$ cat src/rtl/cpu_pkg.sv
// Shared RV32I control definitions: ALU op encoding, opcode constants,
// multi-cycle sequencer states and fault-cause codes.
package cpu_pkg;

    typedef enum logic [2:0] {
        ALU_ADD = 3'd0,
        ALU_SUB = 3'd1,
        ALU_AND = 3'd2,
        ALU_OR  = 3'd3,
        ALU_XOR = 3'd4,
        ALU_SLL = 3'd5,
        ALU_SRL = 3'd6,
        ALU_SLT = 3'd7
    } alu_op_t;

    localparam logic [6:0] OPC_OP     = 7'b0110011;
    localparam logic [6:0] OPC_OP_IMM = 7'b0010011;
    localparam logic [6:0] OPC_SYSTEM = 7'b1110011;

    localparam logic [6:0] F7_BASE = 7'b0000000;
    localparam logic [6:0] F7_ALT  = 7'b0100000;

    typedef enum logic [2:0] {
        S_IDLE      = 3'd0,
        S_FETCH     = 3'd1,
        S_DECODE    = 3'd2,
        S_EXECUTE   = 3'd3,
        S_WRITEBACK = 3'd4,
        S_HALT      = 3'd5,
        S_FAULT     = 3'd6
    } seq_state_t;

    typedef enum logic [1:0] {
        FC_NONE    = 2'b00,
        FC_ILLEGAL = 2'b01,
        FC_TIMEOUT = 2'b10
    } fault_cause_t;

    // Base funct3 -> ALU op mapping shared by R-type and I-type ALU instructions.
    function automatic alu_op_t funct3_to_alu(input logic [2:0] f3);
        case (f3)
            3'b000:  return ALU_ADD;
            3'b001:  return ALU_SLL;
            3'b010:  return ALU_SLT;
            3'b011:  return ALU_SLT;
            3'b100:  return ALU_XOR;
            3'b101:  return ALU_SRL;
            3'b110:  return ALU_OR;
            default: return ALU_AND;
        endcase
    endfunction

endpackage

$ cat src/rtl/instr_decoder.sv
// Combinational RV32I ALU-subset decoder: legality, SYSTEM detection,
// ALU op and B-input select. Shared with the single-cycle control path.
module instr_decoder
    import cpu_pkg::*;
(
    input  logic [6:0] opcode,
    input  logic [2:0] funct3,
    input  logic [6:0] funct7,
    output logic       legal,
    output logic       is_system,
    output alu_op_t    alu_op,
    output logic       use_imm
);

    always_comb begin
        legal     = 1'b0;
        is_system = 1'b0;
        alu_op    = funct3_to_alu(funct3);
        use_imm   = 1'b0;
        case (opcode)
            OPC_OP: begin
                if (funct7 == F7_BASE) begin
                    legal = 1'b1;
                end else if (funct7 == F7_ALT && funct3 == 3'b000) begin
                    legal  = 1'b1;
                    alu_op = ALU_SUB;
                end
            end
            OPC_OP_IMM: begin
                use_imm = 1'b1;
                // Only the shift immediates constrain funct7; no SRAI in this subset.
                if (funct3 == 3'b001 || funct3 == 3'b101) begin
                    legal = (funct7 == F7_BASE);
                end else begin
                    legal = 1'b1;
                end
            end
            OPC_SYSTEM: begin
                is_system = 1'b1;
            end
            default: begin
                legal = 1'b0;
            end
        endcase
    end

endmodule

$ cat src/rtl/multicycle_sequencer.sv
// Multi-cycle FETCH/DECODE/EXECUTE/WRITEBACK control FSM for the RV32I ALU datapath.
// Optional busy-cycle counter enabled by defining SEQ_CYCLE_COUNTER_EN.
module multicycle_sequencer
    import cpu_pkg::*;
#(
    parameter int FETCH_TIMEOUT = 16,
    parameter int CNT_W         = 32
) (
    input  logic             clk,
    input  logic             reset_n,
    input  logic             start,
    input  logic             stop_req,
    input  logic             imem_ready,
    input  logic [6:0]       opcode,
    input  logic [2:0]       funct3,
    input  logic [6:0]       funct7,
    output logic             imem_req,
    output logic             ir_write,
    output logic             pc_write,
    output logic             reg_write,
    output alu_op_t          alu_op,
    output logic             use_imm,
    output logic             busy,
    output logic             halted,
    output logic             fault,
    output logic [1:0]       fault_cause,
    output logic [CNT_W-1:0] retired,
    output logic [CNT_W-1:0] cycles,
    output seq_state_t       seq_state
);

    localparam logic [7:0]       TIMEOUT_LIM = 8'(FETCH_TIMEOUT - 1);
    localparam logic [CNT_W-1:0] CNT_ONE     = CNT_W'(1);

    seq_state_t state;
    logic [7:0] tcnt;
    logic       stop_pend;

    logic    dec_legal;
    logic    dec_system;
    alu_op_t dec_alu_op;
    logic    dec_use_imm;

    instr_decoder u_decoder (
        .opcode    (opcode),
        .funct3    (funct3),
        .funct7    (funct7),
        .legal     (dec_legal),
        .is_system (dec_system),
        .alu_op    (dec_alu_op),
        .use_imm   (dec_use_imm)
    );

    assign seq_state = state;

    // Fetch handshake: imem_req is held high for every FETCH cycle; the word is
    // accepted in the first cycle imem_ready is seen high, and no request is
    // outstanding in any other state. Every output is a register (Moore).
    always_ff @(posedge clk or negedge reset_n) begin
        if (!reset_n) begin
            state       <= S_IDLE;
            tcnt        <= '0;
            stop_pend   <= 1'b0;
            imem_req    <= 1'b0;
            ir_write    <= 1'b0;
            pc_write    <= 1'b0;
            reg_write   <= 1'b0;
            alu_op      <= ALU_ADD;
            use_imm     <= 1'b0;
            busy        <= 1'b0;
            halted      <= 1'b0;
            fault       <= 1'b0;
            fault_cause <= FC_NONE;
            retired     <= '0;
        end else begin
            imem_req  <= 1'b0;
            ir_write  <= 1'b0;
            pc_write  <= 1'b0;
            reg_write <= 1'b0;
            case (state)
                S_IDLE, S_HALT, S_FAULT: begin
                    if (start) begin
                        state       <= S_FETCH;
                        imem_req    <= 1'b1;
                        busy        <= 1'b1;
                        halted      <= 1'b0;
                        fault       <= 1'b0;
                        fault_cause <= FC_NONE;
                        tcnt        <= '0;
                        stop_pend   <= 1'b0;
                    end
                end
                S_FETCH: begin
                    if (stop_req) stop_pend <= 1'b1;
                    // A ready arriving on the last permitted cycle still wins.
                    if (imem_ready) begin
                        state    <= S_DECODE;
                        ir_write <= 1'b1;
                    end else if (tcnt == TIMEOUT_LIM) begin
                        state       <= S_FAULT;
                        busy        <= 1'b0;
                        fault       <= 1'b1;
                        fault_cause <= FC_TIMEOUT;
                        stop_pend   <= 1'b0;
                    end else begin
                        imem_req <= 1'b1;
                        tcnt     <= tcnt + 8'd1;
                    end
                end
                S_DECODE: begin
                    if (stop_req) stop_pend <= 1'b1;
                    if (dec_legal) begin
                        state   <= S_EXECUTE;
                        alu_op  <= dec_alu_op;
                        use_imm <= dec_use_imm;
                    end else if (dec_system) begin
                        state     <= S_HALT;
                        busy      <= 1'b0;
                        halted    <= 1'b1;
                        stop_pend <= 1'b0;
                    end else begin
                        state       <= S_FAULT;
                        busy        <= 1'b0;
                        fault       <= 1'b1;
                        fault_cause <= FC_ILLEGAL;
                        stop_pend   <= 1'b0;
                    end
                end
                S_EXECUTE: begin
                    if (stop_req) stop_pend <= 1'b1;
                    state     <= S_WRITEBACK;
                    reg_write <= 1'b1;
                    pc_write  <= 1'b1;
                    retired   <= retired + CNT_ONE;
                end
                S_WRITEBACK: begin
                    if (stop_req || stop_pend) begin
                        state     <= S_IDLE;
                        busy      <= 1'b0;
                        stop_pend <= 1'b0;
                    end else begin
                        state    <= S_FETCH;
                        imem_req <= 1'b1;
                        tcnt     <= '0;
                    end
                end
                default: begin
                    state     <= S_IDLE;
                    busy      <= 1'b0;
                    stop_pend <= 1'b0;
                end
            endcase
        end
    end

`ifdef SEQ_CYCLE_COUNTER_EN
    logic [CNT_W-1:0] cycle_cnt;

    always_ff @(posedge clk or negedge reset_n) begin
        if (!reset_n) begin
            cycle_cnt <= '0;
        end else if (busy) begin
            cycle_cnt <= cycle_cnt + CNT_ONE;
        end
    end

    assign cycles = cycle_cnt;
`else
    assign cycles = '0;
`endif

endmodule

$ cat config.mk
export PLATFORM = sky130hd
export DESIGN_NAME = multicycle_sequencer
export DESIGN_NICKNAME = d
export VERILOG_FILES = /design/src/rtl/cpu_pkg.sv /design/src/rtl/instr_decoder.sv /design/src/rtl/multicycle_sequencer.sv
export SDC_FILE = /design/constraint.sdc
export NUM_CORES = 1
export LEC_CHECK = 0
export ABC_AREA = 1
export CORE_ASPECT_RATIO = 0.7
export CORE_UTILIZATION = 44
export DETAILED_ROUTE_END_ITERATION = 12
export HOLD_SLACK_MARGIN = 0.1
export PLACE_DENSITY = 0.82
export SYNTH_ARGS = -nofsm -noshare
export SYNTH_HDL_FRONTEND = slang
export SYNTH_SLANG_ARGS = --single-unit
$ cat constraint.sdc
create_clock -name clk -period 1.5 [get_ports clk]
set_clock_uncertainty 0.15 [all_clocks]
set_input_delay 0.225 -clock clk [delete_from_list [all_inputs] [get_ports clk]]
set_output_delay 0.225 -clock clk [all_outputs]
set_load 0.005 [all_outputs]
== Yosys cells after proc, flatten, opt, wreduce, memory -nomap -nowiden ==
Index checks and enable logic that the tools add are counted.
Storage, ports and cells
  register bits: 56
  bits of input ports: 22
  logic and storage cells: 117
Cells by class
  add/sub/neg operators: 2
  equal/unequal tests: 27
  muxes and demuxes: 56
  bitwise operators: 1
  reduce and logical (&&, ||, !) cells: 18
Operators by type and width (number)
  32-bit by 1-bit adder with 32-bit output (second input constant): 1
  8-bit 2-to-1 mux: 4
  1-bit 2-to-1 mux: 29
  8-bit case mux with 3 select lines: 1
  3-bit 2-to-1 mux: 7
  3-bit == test (second input constant): 6
  2-bit inequality test (second input constant): 9
  3-bit case mux with 6 select lines: 1
  3-bit case mux with 5 select lines: 1
  7-bit by 6-bit == test with 1-bit output (second input constant): 2
  3-bit by 2-bit == test with 1-bit output (second input constant): 4
  2-bit 2-to-1 mux: 6
  6-bit AND reduction: 2
  1-bit case mux with 5 select lines: 2
  8-bit by 1-bit adder with 8-bit output (second input constant): 1
  8-bit by 4-bit == test with 1-bit output (second input constant): 1
  7-bit by 5-bit == test with 1-bit output (second input constant): 1
  7-bit == test (second input constant): 1
  7-bit zero test: 1
  3-bit by 1-bit == test with 1-bit output (second input constant): 2
  3-bit zero test: 2
  1-bit case mux with 3 select lines: 2
  2-bit case mux with 3 select lines: 1
  2-bit AND reduction: 3
  other kinds (11): 14

== Depth between registers and ports, before layout ==
  word-level depth: 7
  gate-level depth with buffers: 12

== Hierarchy ==
A second synthesis with hierarchy kept.
Second synthesis, totals
  cell total of the unflattened synthesis: 466
  area, all modules: 3458.3 µm²
By module, submodules not included
  multicycle_sequencer: times used 1, cells each 427, area each 3266.9 µm²
  instr_decoder: times used 1, cells each 39, area each 191.4 µm²

== Worst setup path after synthesis ==
No wires, ideal clock.
  kind: reg-to-reg
  start: reg tcnt[0]
  end: reg fault_cause[0]
  library setup time: 0.117 ns
  arrival: 1.382 ns
  data required time: 1.233 ns
  setup slack: -0.149 ns
  stages on the path, launching flop included: 11
  path buffers: 0
  cell sequence: dfrtp_1 -> ha_1 -> nand2_1 -> inv_1 -> nand2_1 -> nor2_1 -> o21ai_0 -> nor2_2 -> nand2_2 -> nand2_1 -> nand2_1
Between the ends
  longest elaborated chain between the ends: 3
RTL lines
  start: declaration: RTL line multicycle_sequencer.sv:36  | logic [7:0] tcnt;
  start signal: assignment: RTL line multicycle_sequencer.sv:107  | tcnt <= tcnt + 8'd1;
  8-bit by 4-bit == test with 1-bit output: RTL line multicycle_sequencer.sv:99  | end else if (tcnt == TIMEOUT_LIM) begin
  2-bit inequality test (no line)
  6-bit AND reduction (no line)
  end signal: assignment: RTL line multicycle_sequencer.sv:88  | fault_cause <= FC_NONE;
  end signal: assignment: RTL line multicycle_sequencer.sv:103  | fault_cause <= FC_TIMEOUT;
  end signal: assignment: RTL line multicycle_sequencer.sv:125  | fault_cause <= FC_ILLEGAL;
  end: declaration: RTL line multicycle_sequencer.sv:26  | output logic [1:0] fault_cause,
Every way passes these cells.
A chain may end at the register's enable or synchronous reset.

== Final worst setup path ==
  start: reg retired[25]
  end: reg retired[27]
Between the ends
  longest elaborated chain between the ends: 1
RTL lines
  start: declaration: RTL line multicycle_sequencer.sv:27  | output logic [CNT_W-1:0] retired,
  start signal: assignment: RTL line multicycle_sequencer.sv:134  | retired <= retired + CNT_ONE;
  32-bit by 1-bit adder with 32-bit output: RTL line multicycle_sequencer.sv:134
Every way passes these cells.

==> results.cfg <==
[power_and_ir_drop]
p_leak_nw = 3.457
pwr_density_cell_mw_per_mm2 = 1108
vdd_drop_max_mv = 0.9359
power_mw = 6.935

[worst_setup_path]
end_kind = flop
critical_path.max_stage_delay_ns = 0.38
arrival_ns = 2.02
r2r_start = retired[25]
critPathKind = flop to flop
path_cells = buf_4 > nand2_4 > nor3_4 > buf_4 > nand2_1 > nor2_1 > nand2_1 > xor2_1 > nand2_1 > nand2_1
crit_path_start_kind = flop
r2r-end = retired[27]
path_max_fanout = 3
worstRegToRegCells = 10
cp_common_cell = nand2_1
cp_num_buf_inv = 2
crit_family = simple AND/OR/NAND/NOR gates
critPathSlowestCell = dfrtp_1
cp.required_ns = 1.58
regToRegSetupSlack_ns = -0.44

[logic_synthesis]
synth_edf_count = 0
synthArstFlopShare_pct = 100.0
netlist_top_cells_area = dfrtp_1 (40%), nand2_1 (16%), buf_4 (7.0%), xor2_1 (6.0%), nor2_1 (5.6%)
synthSimpleGateAreaFrac_pct = 36.33
synth.avg_cell_area_um2 = 7.676
yosysWarnings = 0
synth_common_cells = nand2_1 (146), dfrtp_1 (56), nor2_1 (53)
ys.flop_type = dfrtp_1
synthAdderAreaFrac_pct = 0.7102
synth_compound_area_share_pct = 2.450
yosysMostFrequentCell = nand2_1
yosysUniqueCellTypes = 31
synth_cells = 459
synth_top_area_cell = dfrtp_1
synth_xor_area_share_pct = 7.955
synthMuxAreaShare_pct = 0
ys_seq_area_share_pct = 39.77
synth_top_area_share_pct = 39.77
synth_top_family_by_area = simple AND/OR/NAND/NOR gates
synth.cell_area_mm2 = 0.003523
ys_ff_latch = 56

[sta]
finalWorstSetupSlack_ns = -0.4419
rsz0062_at_grt = yes
slew_viol_final = 0
fmax_mhz = 515.0
fin_tns_setup_ns = -13.09
hold_viol = 0
fin_crit_sh_pct = 129.5
min_period_ns = 1.942
setup_viol = 61

[clock_network]
clk_latency_ns = 0.31
cts-buffers-inserted = 5
cts_root_buf = clkbuf_16
clk_pin_slew_ns = 0.08
cts_tree = done
max-clock-path-buffers = 2
cts.sinks = 56
htreeDepth = 2

[cells_and_area]
fin_nets = 718
drive_gt1_share_pct = 47.77
fin_util_pct = 83.27
antenna_cells = 0
instances_no_fill = 793
syn2layout_area_growth_pct = 77.59

[global_routing]
grt_start_max_net_pins = 57
antenna_found_initial = 1
grt_pass1_vias = 4075
grt-ovfl-total = 0
grt_pass1_wl_um = 19730
grtUsageTotal_pct = 30.51

[run_status]
run_status = finished, violations left
violations = setup timing

[placed_design]
gp_congestion = 0.9182
dpl.cell_count = 712
dpl.hpwl_um = 7175
io_buffers = 69
pre_cts_ws_ns = -0.4165

[floorplan]
fp-row-count = 26
start_util_pct = 46.89
core-area_mm2 = 0.007515
die_h_um = 76.87
fp.dieArea_mm2 = 0.008375
num_io_pins = 102
dieWidth_um = 109.0

[detailed_routing]
routed_via_density = 5.820
drtPass1Iterations = 6
initialDrtViolationCount = 488
wl_um = 16930
wl_per_cell_um = 21.35
drc = 0
drtAntennaViolNets = 0
vias = 4615

[hold_path]
min_path_type = primary input to async pin

[job]
drv_cap = 0
-- where the power goes --
group	switching, mW	internal (mW)
clock	0.582	0.671
combinational	2.04	1.69
sequential	0.245	1.71
total	2.86	4.07
-- cells in the final DEF, fill, tap and decap left out, types with 22 or more instances in the layout --
master	synthesis	routed
dlygate4sd2_1	0	35
conb_1	1	32
nand2_1	146	100
buf_6	0	29
inv_1	41	31
xor2_1	24	22
nor2_1	53	28
nor2_4	6	22
buf_4	33	132
dfrtp_1	56	51
nand2_2	3	38
-- cell type report --
cell class                      instances  area, um^2
Sequential cell                        56        1408
Timing Repair Buffer                  231        1998
Inverter                               49       211.5
Clock buffer                            8       146.4
Tap cell                               98       122.6
Fill cell                             364        1257
Multi-Input combinational cell        351        2371
-- per-layer routing --
layer / global-route usage [%] / routed length [um]
met5: 0 / 13
met4: 15.41 / 1465
met2: 50.88 / 7601
met1: 37.26 / 6029
met3: 5.867 / 1821
-- sequential cells by signal (all words and copies together) (netlist names), 2 cells and up --
name         count
seq_state        3
alu_op           3
fault_cause      2
tcnt             8
retired         32
-- timing repair --
action	in CTS	in global routing
setup buffers	43	33
endpoints found under the setup margin	94	64
gates cloned	1	0
endpoints found under the hold margin	56	0
pin swaps	30	55
hold buffers	1	0
gates resized for setup	140	123
-- worst reg2reg max path: stages (launching register included) --
cell and delay, ns:
dfrtp_1 0.38, buf_4 0.15, nand2_4 0.07, nor3_4 0.19, buf_4 0.13, nand2_1 0.06, nor2_1 0.17, nand2_1 0.10
xor2_1 0.24, nand2_1 0.14, nand2_1 0.10
-- per-stage QoR --
step | area (um^2) | hold slack (ns)
4_1_cts | 5610 | 0.3277
2_1_floorplan | 3675 | -0.2206
3_3_place_gp | 4913 | 0.09802
5_1_grt | 6257 | 0.3320
6_report | 6257 | 0.2814
3_5_place_dp | 4913 | 0.1039
-- cell families (layout without fill, tap and decap cells) --
family | count (synthesis) | count (layout)
adders and majority gates | 2 | 2
and+or+nand+nor | 268 | 269
other | 1 | 32
xor gates and xnor gates | 32 | 32
buffers and inverters | 84 | 288
DFF | 56 | 56
AOI/OAI and AO/OA | 16 | 16
-- how the worst max path moves through the flow --
stage,from,endpoint,slack [ns],cells past startpoint
after global routing,retired[24],retired[27],-0.41,10
after global placement,opcode[3],fault,-0.31,10
after floorplan,tcnt[0],busy,-0.07,10
final,retired[25],retired[27],-0.44,10
after CTS,seq_state[0],tcnt[4],-0.17,9
after detailed placement,funct3[0],fault_cause[1],-0.42,13
(Power assumes the default switching activity.)
